--- src/rtl/exu_div_sched.sv ---
// Shares one iterative divider between decode slots I0/I1, resolving divide-by-zero and signed overflow locally.
// Optional divider watchdog with sticky timeout_err: define EXU_DIV_SCHED_WATCHDOG_EN.
module exu_div_sched #(
   parameter int XLEN    = 32,
   parameter int TAG_W   = 5,
   parameter int TIMEOUT = 40
) (
`ifdef EXU_DIV_SCHED_WATCHDOG_EN
   output logic             timeout_err,
`endif
   input  logic             clk,
   input  logic             rst,
   input  logic             i0_req,
   input  logic             i0_unsign,
   input  logic             i0_rem,
   input  logic [TAG_W-1:0] i0_tag,
   input  logic [XLEN-1:0]  i0_dividend,
   input  logic [XLEN-1:0]  i0_divisor,
   input  logic             i1_req,
   input  logic             i1_unsign,
   input  logic             i1_rem,
   input  logic [TAG_W-1:0] i1_tag,
   input  logic [XLEN-1:0]  i1_dividend,
   input  logic [XLEN-1:0]  i1_divisor,
   output logic             i0_gnt,
   output logic             i1_gnt,
   input  logic             flush,
   output logic             div_start,
   output logic             div_unsign,
   output logic             div_rem,
   output logic [XLEN-1:0]  div_dividend,
   output logic [XLEN-1:0]  div_divisor,
   output logic             div_cancel,
   input  logic             div_done,
   input  logic [XLEN-1:0]  div_result,
   output logic             fin_valid,
   output logic [TAG_W-1:0] fin_tag,
   output logic [XLEN-1:0]  fin_result,
   output logic             busy
);

   typedef enum logic [1:0] {IDLE, RUN, FIN} state_t;

   localparam logic [XLEN-1:0] MIN_NEG = {1'b1, {(XLEN-1){1'b0}}};

   state_t            state, next_state;
   logic              grant, special, capture;
   logic              sel_unsign, sel_rem;
   logic [TAG_W-1:0]  sel_tag;
   logic [XLEN-1:0]   sel_dividend, sel_divisor, special_result;
   logic [TAG_W-1:0]  tag_q;
   logic [XLEN-1:0]   result_q;

`ifdef EXU_DIV_SCHED_WATCHDOG_EN
   localparam int CNT_W = $clog2(TIMEOUT + 1);
   localparam logic [CNT_W-1:0] TIMEOUT_CNT = CNT_W'(TIMEOUT);
   logic [CNT_W-1:0] cnt;
   logic             timeout_hit;
`endif

   // I0 is the older slot, so it always wins when both request.
   assign i0_gnt = (state == IDLE) && !flush && i0_req;
   assign i1_gnt = (state == IDLE) && !flush && !i0_req && i1_req;
   assign grant  = i0_gnt || i1_gnt;

   assign sel_unsign   = i0_req ? i0_unsign   : i1_unsign;
   assign sel_rem      = i0_req ? i0_rem      : i1_rem;
   assign sel_tag      = i0_req ? i0_tag      : i1_tag;
   assign sel_dividend = i0_req ? i0_dividend : i1_dividend;
   assign sel_divisor  = i0_req ? i0_divisor  : i1_divisor;

   // Cases the divider would mishandle are answered directly in the grant cycle.
   always_comb begin
      special        = 1'b0;
      special_result = '0;
      if (sel_divisor == '0) begin
         special        = 1'b1;
         special_result = sel_rem ? sel_dividend : '1;
      end else if (!sel_unsign && (sel_dividend == MIN_NEG) && (sel_divisor == '1)) begin
         special        = 1'b1;
         special_result = sel_rem ? '0 : MIN_NEG;
      end
   end

   always_comb begin
      next_state = state;
      div_cancel = 1'b0;
      fin_valid  = 1'b0;
      capture    = 1'b0;
`ifdef EXU_DIV_SCHED_WATCHDOG_EN
      timeout_hit = 1'b0;
`endif
      case (state)
         IDLE: if (grant) next_state = special ? FIN : RUN;
         RUN: begin
            if (flush) begin
               div_cancel = 1'b1;
               next_state = IDLE;
            end else if (div_done) begin
               capture    = 1'b1;
               next_state = FIN;
`ifdef EXU_DIV_SCHED_WATCHDOG_EN
            end else if (cnt == TIMEOUT_CNT) begin
               div_cancel  = 1'b1;
               timeout_hit = 1'b1;
               next_state  = FIN;
`endif
            end
         end
         FIN: begin
            fin_valid  = !flush;
            next_state = IDLE;
         end
         default: next_state = IDLE;
      endcase
   end

   always_ff @(posedge clk) begin
      if (rst) begin
         state        <= IDLE;
         div_start    <= 1'b0;
         div_unsign   <= 1'b0;
         div_rem      <= 1'b0;
         div_dividend <= '0;
         div_divisor  <= '0;
         tag_q        <= '0;
         result_q     <= '0;
      end else begin
         state     <= next_state;
         div_start <= grant && !special;
         if (grant) begin
            div_unsign   <= sel_unsign;
            div_rem      <= sel_rem;
            div_dividend <= sel_dividend;
            div_divisor  <= sel_divisor;
            tag_q        <= sel_tag;
            result_q     <= special_result;
         end
         if (capture) result_q <= div_result;
`ifdef EXU_DIV_SCHED_WATCHDOG_EN
         if (timeout_hit) result_q <= '0;
`endif
      end
   end

`ifdef EXU_DIV_SCHED_WATCHDOG_EN
   // The launch cycle sees cnt==0, so the watchdog fires TIMEOUT cycles after div_start.
   always_ff @(posedge clk) begin
      if (rst) begin
         cnt         <= '0;
         timeout_err <= 1'b0;
      end else begin
         if (grant) cnt <= '0;
         else if (state == RUN) cnt <= cnt + 1'b1;
         if (timeout_hit) timeout_err <= 1'b1;
      end
   end
`endif

   assign fin_tag    = tag_q;
   assign fin_result = result_q;
   assign busy       = (state != IDLE);

endmodule
--- config.mk ---
export PLATFORM = sky130hd
export DESIGN_NAME = exu_div_sched
export DESIGN_NICKNAME = d
export VERILOG_FILES = /design/src/rtl/exu_div_sched.sv
export SDC_FILE = /design/constraint.sdc
export NUM_CORES = 1
export LEC_CHECK = 0
export ABC_AREA = 0
export CORE_MARGIN = 3
export CORE_UTILIZATION = 35
export CTS_CLUSTER_DIAMETER = 100
export DETAILED_ROUTE_END_ITERATION = 12
export GPL_TIMING_DRIVEN = 0
export PLACE_DENSITY = 0.75
export SYNTH_ARGS = -nofsm -noshare
export SYNTH_HDL_FRONTEND = slang
export SYNTH_SLANG_ARGS = --single-unit
--- constraint.sdc ---
create_clock -name clk -period 1.9 [get_ports clk]
set_input_delay 0.285 -clock clk [delete_from_list [all_inputs] [get_ports clk]]
set_output_delay 0.285 -clock clk [all_outputs]
set_load 0.005 [all_outputs]
# --- Yosys cells after proc, flatten, opt, wreduce, memory -nomap -nowiden ---
# Cells that the tools add are included.
op_classes:
  eq_ne: 6
  mux: 24
  reduce_logical: 17
ops:
  columns: ["operator", "count"]
  rows:
  - ["$mux W32", 8]
  - ["$eq A32 B32 Y1 const B", 2]
  - ["$logic_not A32 Y1", 1]
  - ["$mux W1", 10]
  - ["$mux W2", 4]
  - ["$logic_and A1 B1 Y1", 7]
  - ["$mux W5", 1]
  - ["$logic_not A1 Y1", 4]
  - ["$pmux W2 S2", 1]
  - ["$reduce_bool A2 Y1", 2]
  - ["$ne A3 B3 Y1 const B", 1]
  - ["$eq A2 B1 Y1 const B", 1]
  - ["$eq A2 B2 Y1 const B", 1]
  - ["$logic_not A2 Y1", 1]
  - ["$ne A2 B2 Y1 const B", 1]
  - ["$reduce_and A2 Y1", 1]
  - ["$logic_or A1 B1 Y1", 1]
totals:
  reg_bits: 106
  inputBits: 180
  word_cells: 55

# --- Logic depth before layout (Yosys ltp) ---
# Gate-level depths: netlist of the first run.
logic_depth:
  ltp_word: 9
  depth_mapped: 8
  ltp_nobuf: 6

# --- Worst setup path after synthesis of the first run ---
# OpenSTA, ideal clock, no wires.
synth_path:
  kind: "input -> register"
  startpoint: "input port i1_dividend[22]"
  endpoint: "register state[1]"
  arrival_time_ns: 1.795
  slack_ns: 0.017
  cell_stages: 5
  path_buffers: 0
  cell_sequence: "or4_1 -> o21ai_1 -> nand3_2 -> or4b_4 -> a311oi_2"
synth_via:
  elab_chain_len: 9
synth_lines:
  columns: ["element", "line_no", "text"]
  rows:
  - ["start, declared", "23", "input logic [XLEN-1:0] i1_dividend,"]
  - ["$mux W32", "69", "assign sel_dividend = i0_req ? i0_dividend : i1_dividend;"]
  - ["$eq A32 B32 Y1", "79", "end else if (!sel_unsign && (sel_dividend == MIN_NEG) && (sel_divisor == '1)) begin"]
  - ["$logic_and A1 B1 Y1 (2 in series)", "79", null]
  - ["$mux W1", "79", null]
  - ["$mux W1", "76", "if (sel_divisor == '0) begin"]
  - ["$mux W2 (2 in series)", "94", "IDLE: if (grant) next_state = special ? FIN : RUN;"]
  - ["$pmux W2 S2", "93", "case (state)"]
  - ["end signal, assigned", "129", "state <= next_state;"]
  - ["end, declared", "46", "state_t state, next_state;"]
# No other way between the ends. The select of a mux whose other input is x is not followed.
# A chain may end at the register's enable or synchronous reset.

# --- Worst setup path after layout of the first run ---
layout_path:
  startpoint: "input port i0_dividend[25]"
  endpoint: "register state[1]"
layout_via:
  elab_chain_len: 9
layout_lines:
  columns: ["element", "line_no", "text"]
  rows:
  - ["start, declared", "17", "input logic [XLEN-1:0] i0_dividend,"]
  - ["$mux W32", "69", null]
  - ["$eq A32 B32 Y1", "79", null]
  - ["$logic_and A1 B1 Y1 (2 in series)", "79", null]
  - ["$mux W1", "79", null]
  - ["$mux W1", "76", null]
  - ["$mux W2 (2 in series)", "94", null]
  - ["$pmux W2 S2", "93", null]
# No other way between the ends. The select of a mux whose other input is x is not followed.

==> summary.md, run 1 <==
| Metric | Value |
|---|---|
| CTS tree | `done` |
| Footprint of the multi-input gates | `0.00322 sq mm` |
| Metal2 WL | `11600 um` |
| Post-synth EDFFs | `0` |
| Worst path max stage delay | `0.51 ns` |
| Most frequent cell after synthesis | `dfxtp_1` |
| Synth top area share | `0.406` |
| CP Class | `in2reg` |
| Root Buffer | `clkbuf_16` |
| Dominant cell type by area after synthesis | `dfxtp_1` |
| Post-synthesis sequential area ratio | `0.406` |
| Startpoint types | `input pin` |
| Per-cell routed wire length | `22.6 um` |
| Clock-pin slew on the worst setup and hold paths | `0.07 ns` |
| Drt first pass iters | `5` |
| Post-synth top cells | `106 x dfxtp_1, 82 x nor2_1, 73 x nand2_1` |
| Syn_area_per_cell | `8.49 sq um` |
| Final period utilization | `1.02` |
| CTS sink count | `106` |
| CTS Buffer Depth | `2` |
| RSZ-0062 raised after global routing | `true` |
| Ports | `289` |
| Status | `complete, but fails checks` |
| Ys Warns | `0` |
| Layout fillers | `1277` |
| Power Density | `655 mW/mm^2` |
| Synthesis-stage register bit count | `106` |
| CTS buffer count | `9` |
| Setup-failing EPs final | `1` |
| Final min period | `1.93 ns` |
| M1 wire length | `10800 um` |
| Top routing layer in use | `met4` |
| Setup crit end kind | `register` |
| Die height | `128 um` |
| First-pass GRT wire length | `37100 um` |
| Netlist cell types | `46` |
| Cell family contributing the most delay on the critical path | `simple AND/OR/NAND/NOR gates` |
| DRC viols | `0` |
| Worst r2r src | `state[1]` |
| CTS hold repair buffers | `0` |
| I/O Buffers | `287` |
| Net count, final | `1102` |
| Via count | `6233` |
| Violated checks | `setup timing` |
| Peak Freq | `518 MHz` |
| Pleak | `0.00359 uW` |
| Worst Hold Launch | `i0_req` |
| Maximum vdd ir drop | `370 uV` |
| Worst path arrival time | `2.20 ns` |
| H-tree lvl count | `3` |
| Final slew viol count | `0` |
| Die area | `0.0164 sq mm` |
| Max-cap violations | `0` |
| Largest net degree at the start of global routing | `17` |
| DRT iter0 DRCs | `442` |
| Detailed-route vias per instance | `5.62` |
| Overflow after GRT | `0` |
| Final WS setup | `-0.0289 ns` |
| DIE WIDTH | `128 um` |
| Final GP Congestion | `0.911` |
| Critical Path RT | `2.17 ns` |
| Dpl cells | `1087` |
| ANT nets after route | `0` |
| Hold Crit Class | `in2reg` |
| Slowest CP cell | `clkdlybuf4s50_1` |
| Tot GR Track Use | `0.292` |
| Syn Std Cell Area | `0.00523 sq mm` |
| Synth Flop Type | `dfxtp_1` |
| FFs w/ async S/R, synth | `0` |
| Final WL | `25000 um` |
| ANT cells | `0` |
| Syn-to-layout area delta | `75.4%` |
| Final hold violations | `0` |
| Measured slew at the worst slew-check pin | `0.774 ns` |
| Core Footprint | `0.0146 sq mm` |
| Worst slew margin | `0.484` |
| Setup slack at placement | `-1.07 ns` |
| Clk_skew | `0.00633 ns` |
| Buffers & Inverters on Critical Path | `1` |
| Sequential Area | `0.00212 sq mm` |
| Number of cells produced by synthesis | `616` |
| Final std cells w/o fill | `1110` |
| Latest clock arrival within the worst-skew pair | `0.36 ns` |
| Number of global-route vias before repair | `6306` |
| CP startpoint | `i0_dividend[25]` |
| Final HPWL DP | `19600 um` |
| Initial antenna violation count | `0` |
| Met3 WL | `1990 um` |
| Syn nets | `796` |
| Share of cells above drive strength 1 | `0.126` |
| Area contributors post-synth | `dfxtp_1 41%, mux2i_1 12%, a211oi_1 9.0%, nor2_1 5.9%, nand2_1 5.2%` |
| Critical Path Fanout Max | `3` |
| Initial core utilization | `0.358` |
| Row cnt | `44` |
| CP cell instances | `clkdlybuf4s50_1, nor4_1, nand4_1, a21oi_1, or4b_4, a311oi_2` |
report_power, final:
part           leakage [uW]  internal, uW  switching (uW)
sequential         0.000871          2370            82.7
combinational       0.00258           798             725
clock              0.000145          1150             887
total               0.00359          4310            1690
state kept, by name, indices dropped and copies added (netlist names):
| register | cells |
|---|---|
| div_start | 1 |
| fin_result | 32 |
| fin_tag | 5 |
| div_divisor | 32 |
| div_dividend | 32 |
| div_unsign | 1 |
| state | 2 |
| div_rem | 1 |
stage by stage:
stage                util  hold slack (ns)  area (sq um)  power, uW  TNS [ns]
floorplan               -            0.402          5230       3000         0
global placement    0.571            0.484          8330       3950    -96.30
detailed placement  0.571            0.490          8330       3960   -101.14
CTS                 0.608            0.289          8870       5980    -0.128
global route        0.629            0.320          9170       6230    -0.535
finish              0.629            0.300          9170       6010   -0.0289
final timing paths:
path                          end  slack [ns]  cells past startpoint
setup reg to reg   fin_result[16]        0.14                      6
hold reg to reg   div_divisor[27]        0.50                      2
setup / recovery         state[1]       -0.03                      6
hold / removal    div_divisor[21]        0.30                      3
worst reg2reg max path: cells and delay by family, from the launching register on:
family,cells,cell delay [ns]
simple gates,3,0.76
flops,1,0.36
compound gates,2,0.27
buf+inv,1,0.23
layout by cell type (no fill, tap or decap), types with 20 or more instances in the layout:
| cell | count |
|---|---|
| mux2i_1 | 63 |
| dlymetal6s2s_1 | 29 |
| a22oi_1 | 32 |
| a211oi_1 | 63 |
| nand2_1 | 69 |
| a21oi_1 | 33 |
| clkdlybuf4s50_1 | 223 |
| dlygate4sd2_1 | 34 |
| clkbuf_1 | 20 |
| nor2_1 | 80 |
| dfxtp_1 | 105 |
what timing repair did:
item / CTS / global route
gates cloned: 1 / 2
pin swaps: 21 / 22
endpoints found under the hold margin: 0 / 0
buffers inserted: 5 / 2
resized for setup: 99 / 73
setup endpoints to repair: 108 / 70
cell type report:
| type | count | area share |
|---|---|---|
| inverters | 5 | 0.00273 |
| clock inverters | 5 | 0.00873 |
| repair buffers | 297 | 0.327 |
| multi-input cells | 456 | 0.351 |
| flip-flops and latches | 106 | 0.232 |
| plain buffers | 47 | 0.0287 |
| well taps | 184 | 0.0251 |
| clock buffers | 10 | 0.0250 |
per-layer routing:
| metal | GRT usage | vias to the layer above |
|---|---|---|
| met4 | 0.0949 | 0 |
| li1 | - | 2913 |
| met2 | 0.465 | 252 |
| met1 | 0.392 | 3025 |
| met5 | 0 | - |
| met3 | 0.0671 | 43 |
cells by family (layout without fill, tap and decap cells):
logic type	after synthesis	count (layout)	share of synthesized area
and+or+nand+nor	238	238	0.215
muxes	65	65	0.125
DFF	106	106	0.406
buffers and inverters	54	364	0.0459
AOI/OAI and AO/OA	153	153	0.208
Note: power is estimated with default switching activity, not from simulation.
==> run 2, diff against run 1 <==
--- a/config.mk
+++ b/config.mk
@@ -10,6 +10,7 @@
 export CORE_UTILIZATION = 35
 export CTS_CLUSTER_DIAMETER = 100
 export DETAILED_ROUTE_END_ITERATION = 12
+export GPL_ROUTABILITY_DRIVEN = 0
 export GPL_TIMING_DRIVEN = 0
 export PLACE_DENSITY = 0.75
 export SYNTH_ARGS = -nofsm -noshare
==> summary.md, run 2 (synthesized netlist as in run 1, its figures left out) <==
| Metric | Value |
|---|---|
| Measured slew at the worst slew-check pin | `0.748 ns (was 0.774 ns)` |
| Critical Path Fanout Max | `2 (was 3)` |
| Core Footprint | `0.0146 sq mm (unchanged)` |
| Root Buffer | `clkbuf_16 (unchanged)` |
| Initial antenna violation count | `1 (was 0)` |
| Latest clock arrival within the worst-skew pair | `0.36 ns (about the same)` |
| Most frequent cells in the layout | `219 x clkdlybuf4s50_1, 105 x dfxtp_1, 78 x nor2_1, 68 x nand2_1 (was 223 x clkdlybuf4s50_1, 105 x dfxtp_1, 80 x nor2_1, 69 x nand2_1)` |
| DRT iter0 DRCs | `465 (was 442)` |
| Worst Hold Launch | `i0_req (unchanged)` |
| Die height | `128 um (unchanged)` |
| Setup crit end kind | `register (unchanged)` |
| Most used routing layer | `met2 (unchanged)` |
| Number of global-route vias before repair | `6331 (was 6306)` |
| Violated checks | `setup timing (unchanged)` |
| H-tree lvl count | `3 (unchanged)` |
| Commonest non-fill, non-tap cell in the layout | `clkdlybuf4s50_1 (unchanged)` |
| Clk pwr share | `0.344 (was 0.339)` |
| CTS Buffer Depth | `2 (unchanged)` |
| First-pass GRT wire length | `37200 um (was 37100 um)` |
| Worst path arrival time | `2.19 ns (was 2.20 ns)` |
| Power Density | `655 mW/mm^2 (about the same)` |
| Final period utilization | `1.01 (was 1.02)` |
| Final WL | `25700 um (was 25000 um)` |
| Final HPWL DP | `19600 um (about the same)` |
| Switch Pwr | `1710 uW (was 1690 uW)` |
| Largest net degree at the start of global routing | `18 (was 17)` |
| Per-cell routed wire length | `23.0 um (was 22.6 um)` |
| Hold slack | `0.295 ns (was 0.300 ns)` |
| CTS buffer count | `9 (unchanged)` |
| Final slew viol count | `0 (unchanged)` |
| Logic gate share of total power | `0.253 (about the same)` |
| Die area | `0.0164 sq mm (unchanged)` |
| Share of cells above drive strength 1 | `0.141 (was 0.126)` |
| Met2 Track Usage GR | `0.479 (was 0.465)` |
| CTS sink count | `106 (unchanged)` |
| Final min period | `1.93 ns (about the same)` |
| Final WS setup | `-0.0273 ns (was -0.0289 ns)` |
| Met1 Usage GRT | `0.394 (was 0.392)` |
| Drt first pass iters | `5 (unchanged)` |
| Worst r2r src | `state[1] (unchanged)` |
| Maximum vdd ir drop | `445 uV (was 370 uV)` |
| Detailed-route vias per instance | `5.69 (was 5.62)` |
| ANT nets after route | `0 (unchanged)` |
| Int Pwr | `4360 uW (was 4310 uW)` |
| CP startpoint | `i0_divisor[21] (was i0_dividend[25])` |
| Tot Pwr | `6080 uW (was 6010 uW)` |
| Clock-pin slew on the worst setup and hold paths | `0.07 ns (about the same)` |
| Final std cells w/o fill | `1119 (was 1110)` |
| Pleak | `0.00363 uW (was 0.00359 uW)` |
| Global routing usage on met3 | `0.0667 (was 0.0671)` |
| Setup-failing EPs final | `1 (unchanged)` |
| I/O Buffers | `287 (unchanged)` |
| Worst slew margin | `0.501 (was 0.484)` |
| RSZ-0062 raised after global routing | `true (unchanged)` |
| CTS tree | `done (unchanged)` |
| Hold Crit Class | `in2reg (unchanged)` |
| Peak Freq | `519 MHz (was 518 MHz)` |
| Ports | `289 (unchanged)` |
| DRC viols | `0 (unchanged)` |
| Via count | `6363 (was 6233)` |
| Max-cap violations | `0 (unchanged)` |
| Seq pwr share | `0.403 (was 0.408)` |
| Switching power share of the total | `0.282 (about the same)` |
| Dpl cells | `1087 (unchanged)` |
| Clk_skew | `0.00618 ns (was 0.00633 ns)` |
| Syn-to-layout area delta | `77.5% (was 75.4%)` |
| Status | `complete, but fails checks (unchanged)` |
| Row cnt | `44 (unchanged)` |
| Tot GR Track Use | `0.296 (was 0.292)` |
| Overflow after GRT | `0 (unchanged)` |
| Critical Path RT | `2.16 ns (was 2.17 ns)` |
| Initial core utilization | `0.358 (unchanged)` |
| Startpoint types | `input pin (unchanged)` |
| DIE WIDTH | `128 um (unchanged)` |
| Net count, final | `1109 (was 1102)` |
| Final hold violations | `0 (unchanged)` |
| CP Class | `in2reg (unchanged)` |
-- run 2: routing by layer --
| metal | vias up | wire length (um) |
|---|---|---|
| met5 | - | 0 |
| met4 | 0 | 625 |
| met3 | 46 | 2170 |
| met2 | 320 | 12000 |
| met1 | 3066 | 10900 |
| li1 | 2931 | - |
-- run 2: path summary, 6_finish.rpt --
| check | endpoint | slack, ns | cells after the start |
|---|---|---|---|
| worst min-delay path | div_divisor[21] | 0.30 | 3 |
| worst max register to register | fin_result[18] | 0.14 | 6 |
| worst max-delay path | state[1] | -0.03 | 7 |
| worst min register to register | div_divisor[0] | 0.50 | 2 |
-- run 2: metrics by stage --
stage	setup TNS [ns]	worst slack, ns	util	instance area, sq um
floorplan	0	0.0171	-	5230
global placement	-95.19	-1.05	0.571	8330
detailed placement	-96.24	-1.07	0.571	8330
CTS	-0.0195	-0.0195	0.612	8930
global route	-0.0348	-0.0334	0.636	9280
finish	-0.0273	-0.0273	0.636	9280
-- run 2: what timing repair did --
| item | in CTS | in global routing |
|---|---|---|
| hold buffers | 0 | 0 |
| pin swaps | 26 | 33 |
| cloned | 1 | 3 |
| endpoints found under the setup margin | 108 | 104 |
| resized for setup | 107 | 76 |
| setup buffers | 8 | 5 |
-- run 2: layout make-up --
type	instances	area [sq um]
Fill cell	1301	5310
Multi-Input combinational cell	456	3220
Timing Repair Buffer	304	3080
Sequential cell	106	2120
Buffer	47	274
Clock buffer	10	239
Tap cell	184	230
Clock inverter	6	90.1
Inverter	5	22.5
Antenna cell	1	2.50
-- run 2: power groups by stage --
stage	Sequential (uW)	Combinational (uW)	Clock (uW)
after global routing	2470	1630	2190
after detailed placement	2500	1460	0
after floorplan	2500	502	0
final	2450	1540	2090
after CTS	2450	1500	2100
after global placement	2490	1450	0
-- run 2: worst max-delay path, cell delays in order --
cell	delay, ns
dlygate4sd2_1	0.26
nand2_2	0.08
or4b_4	0.53
o41ai_4	0.10
nand3_2	0.12
or4b_4	0.54
a311oi_2	0.27
==> run 3, diff against run 2 <==
--- a/config.mk
+++ b/config.mk
@@ -13,6 +13,7 @@
 export GPL_ROUTABILITY_DRIVEN = 0
 export GPL_TIMING_DRIVEN = 0
 export PLACE_DENSITY = 0.75
+export RECOVER_POWER = 100
 export SYNTH_ARGS = -nofsm -noshare
 export SYNTH_HDL_FRONTEND = slang
 export SYNTH_SLANG_ARGS = --single-unit
==> summary.md, run 3 (synthesized netlist as in run 1, its figures left out) <==
| Metric | Value |
|---|---|
| Final core utilization | `0.636 (about the same)` |
| Via count | `6349 (was 6363)` |
| Final min period | `1.91 ns (was 1.93 ns)` |
| Most frequent cells in the layout | `114 x clkdlybuf4s50_1, 105 x dfxtp_1, 105 x dlygate4sd3_1, 78 x nor2_1, 68 x nand2_1 (was 219 x clkdlybuf4s50_1, 105 x dfxtp_1, 78 x nor2_1, 68 x nand2_1)` |
| Status | `complete, but fails checks (unchanged)` |
| RSZ-0062 raised after global routing | `true (unchanged)` |
| RR Endpoint | `div_divisor[9] (was fin_result[18])` |
| Hold endpoint | `div_divisor[21] (unchanged)` |
| Final HPWL DP | `19600 um (unchanged)` |
| Max-cap violations | `0 (unchanged)` |
| Violated checks | `setup timing (unchanged)` |
| Placed instance area | `0.00833 sq mm (unchanged)` |
| Worst r2r src | `state[1] (unchanged)` |
| Final slew viol count | `0 (unchanged)` |
| DIE WIDTH | `128 um (unchanged)` |
| Clock-pin slew on the worst setup and hold paths | `0.08 ns (was 0.07 ns)` |
| Net count, final | `1109 (unchanged)` |
| CP Class | `in2reg (unchanged)` |
| CTS sink count | `106 (unchanged)` |
| Final WS setup | `-0.00559 ns (was -0.0273 ns)` |
| CTS hold repair buffers | `0 (unchanged)` |
| DRT iter0 DRCs | `540 (was 465)` |
| Initial antenna violation count | `1 (unchanged)` |
| First-pass GRT wire length | `37200 um (unchanged)` |
| Latest clock arrival within the worst-skew pair | `0.36 ns (about the same)` |
| Final std cells w/o fill | `1119 (unchanged)` |
| Die area | `0.0164 sq mm (unchanged)` |
| Worst slew margin | `0.510 (was 0.501)` |
| Hold Crit Class | `in2reg (unchanged)` |
| Post-route cell area | `0.00928 sq mm (about the same)` |
| Overflow after GRT | `0 (unchanged)` |
| Setup crit end kind | `register (unchanged)` |
| Drt first pass iters | `5 (unchanged)` |
| Startpoint types | `input pin (unchanged)` |
| Worst Hold Launch | `i0_req (unchanged)` |
| Share of cells above drive strength 1 | `0.141 (unchanged)` |
| Final period utilization | `1.00 (was 1.01)` |
| Clk_skew | `0.00552 ns (was 0.00618 ns)` |
| Setup-failing EPs final | `1 (unchanged)` |
| Core Footprint | `0.0146 sq mm (unchanged)` |
| CTS Buffer Depth | `2 (unchanged)` |
| CTS buffer count | `9 (unchanged)` |
| Ports | `289 (unchanged)` |
| Root Buffer | `clkbuf_16 (unchanged)` |
| Row cnt | `44 (unchanged)` |
| Dpl cells | `1087 (unchanged)` |
| Per-cell routed wire length | `23.0 um (about the same)` |
| Measured slew at the worst slew-check pin | `0.734 ns (was 0.748 ns)` |
| I/O Buffers | `287 (unchanged)` |
| Peak Freq | `525 MHz (was 519 MHz)` |
| Setup slack, reg-to-reg | `0.13 ns (was 0.14 ns)` |
| ANT nets after route | `0 (unchanged)` |
| Pleak | `0.00391 uW (was 0.00363 uW)` |
| Maximum vdd ir drop | `440 uV (was 445 uV)` |
| Detailed-route vias per instance | `5.67 (was 5.69)` |
| Worst path arrival time | `2.17 ns (was 2.19 ns)` |
| Cell count of the worst reg-to-reg path | `6 (unchanged)` |
| Largest net degree at the start of global routing | `18 (unchanged)` |
| Tot GR Track Use | `0.296 (unchanged)` |
| Commonest non-fill, non-tap cell in the layout | `clkdlybuf4s50_1 (unchanged)` |
| Initial core utilization | `0.358 (unchanged)` |
| DRC viols | `0 (unchanged)` |
| Die height | `128 um (unchanged)` |
| H-tree lvl count | `3 (unchanged)` |
| Critical Path Fanout Max | `3 (was 2)` |
| Final hold violations | `0 (unchanged)` |
| Critical Path RT | `2.16 ns (about the same)` |
| Final WL | `25700 um (about the same)` |
| Number of global-route vias before repair | `6331 (unchanged)` |
| Layout fillers | `1302 (was 1301)` |
| Hold Crit Depth | `3 (unchanged)` |
| Power Density | `650 mW/mm^2 (was 655 mW/mm^2)` |
| Syn-to-layout area delta | `77.4% (was 77.5%)` |
| CTS tree | `done (unchanged)` |
==> run 3: changes by cell type in the layout (fill, tap and decap cells not counted), sizes merged <==
cell and change:
clkdlybuf4s50 -105, dlygate4sd3 +105
==> run 3: power breakdown <==
part           leakage, uW  internal, uW  total (uW)  switching, uW
logic              0.00288           747        1490            739
clock network     0.000159          1200        2100            902
registers         0.000871          2370        2440           76.2
==> run 3: cell type report <==
cell class / instances / area (sq um) / area share
Multi-Input combinational cell: 456 / 3220 / 0.347
Timing Repair Buffer: 304 / 3080 / 0.332
Sequential cell: 106 / 2120 / 0.229
Buffer: 47 / 272 / 0.0293
Clock buffer: 10 / 239 / 0.0258
Tap cell: 184 / 230 / 0.0248
Clock inverter: 6 / 90.1 / 0.00971
Inverter: 5 / 22.5 / 0.00243
Antenna cell: 1 / 2.50 / 0.000270
==> run 3: per-layer routing <==
metal	up-vias	track usage	part of all wire
met3	51	0.0667	0.085
met4	0	0.0918	0.026
met5	-	0	0
met1	3057	0.394	0.42
met2	313	0.479	0.47
li1	2928	-	-
==> run 3: worst max-delay path: stages <==
cell,delay [ns]
clkdlybuf4s50_1,0.48
nor4_2,0.31
nand4_1,0.16
a21oi_1,0.18
or4b_4,0.49
a311oi_2,0.26
==> run 3: metrics by stage <==
| step | total power [uW] | hold slack, ns | setup TNS [ns] | setup slack (ns) |
|---|---|---|---|---|
| global placement | 3950 | 0.482 | -95.19 | -1.05 |
| finish | 6030 | 0.296 | -0.00559 | -0.00559 |
| floorplan | 3000 | 0.402 | 0 | 0.0171 |
| global route | 6230 | 0.310 | -0.0348 | -0.0334 |
| detailed placement | 3960 | 0.490 | -96.24 | -1.07 |
| CTS | 6040 | 0.315 | -0.0195 | -0.0195 |
==> run 3: what timing repair did <==
item / CTS / global route
cloned: 1 / 3
pin swaps: 26 / 33
setup buffers: 8 / 5
setup endpoints to repair: 108 / 104
gates resized for setup: 107 / 76
==> run 3: how the worst max path moves through the flow <==
stage / cells past startpoint / end / startpoint / slack, ns
after global routing: 7 / state[1] / i0_divisor[8] / -0.03
after CTS: 7 / state[1] / i0_divisor[27] / -0.02
final: 6 / state[1] / i0_dividend[26] / -0.006
after floorplan: 5 / state[1] / i1_dividend[22] / 0.02
after global placement: 7 / fin_result[26] / flush / -1.05
after detailed placement: 7 / fin_result[30] / flush / -1.07
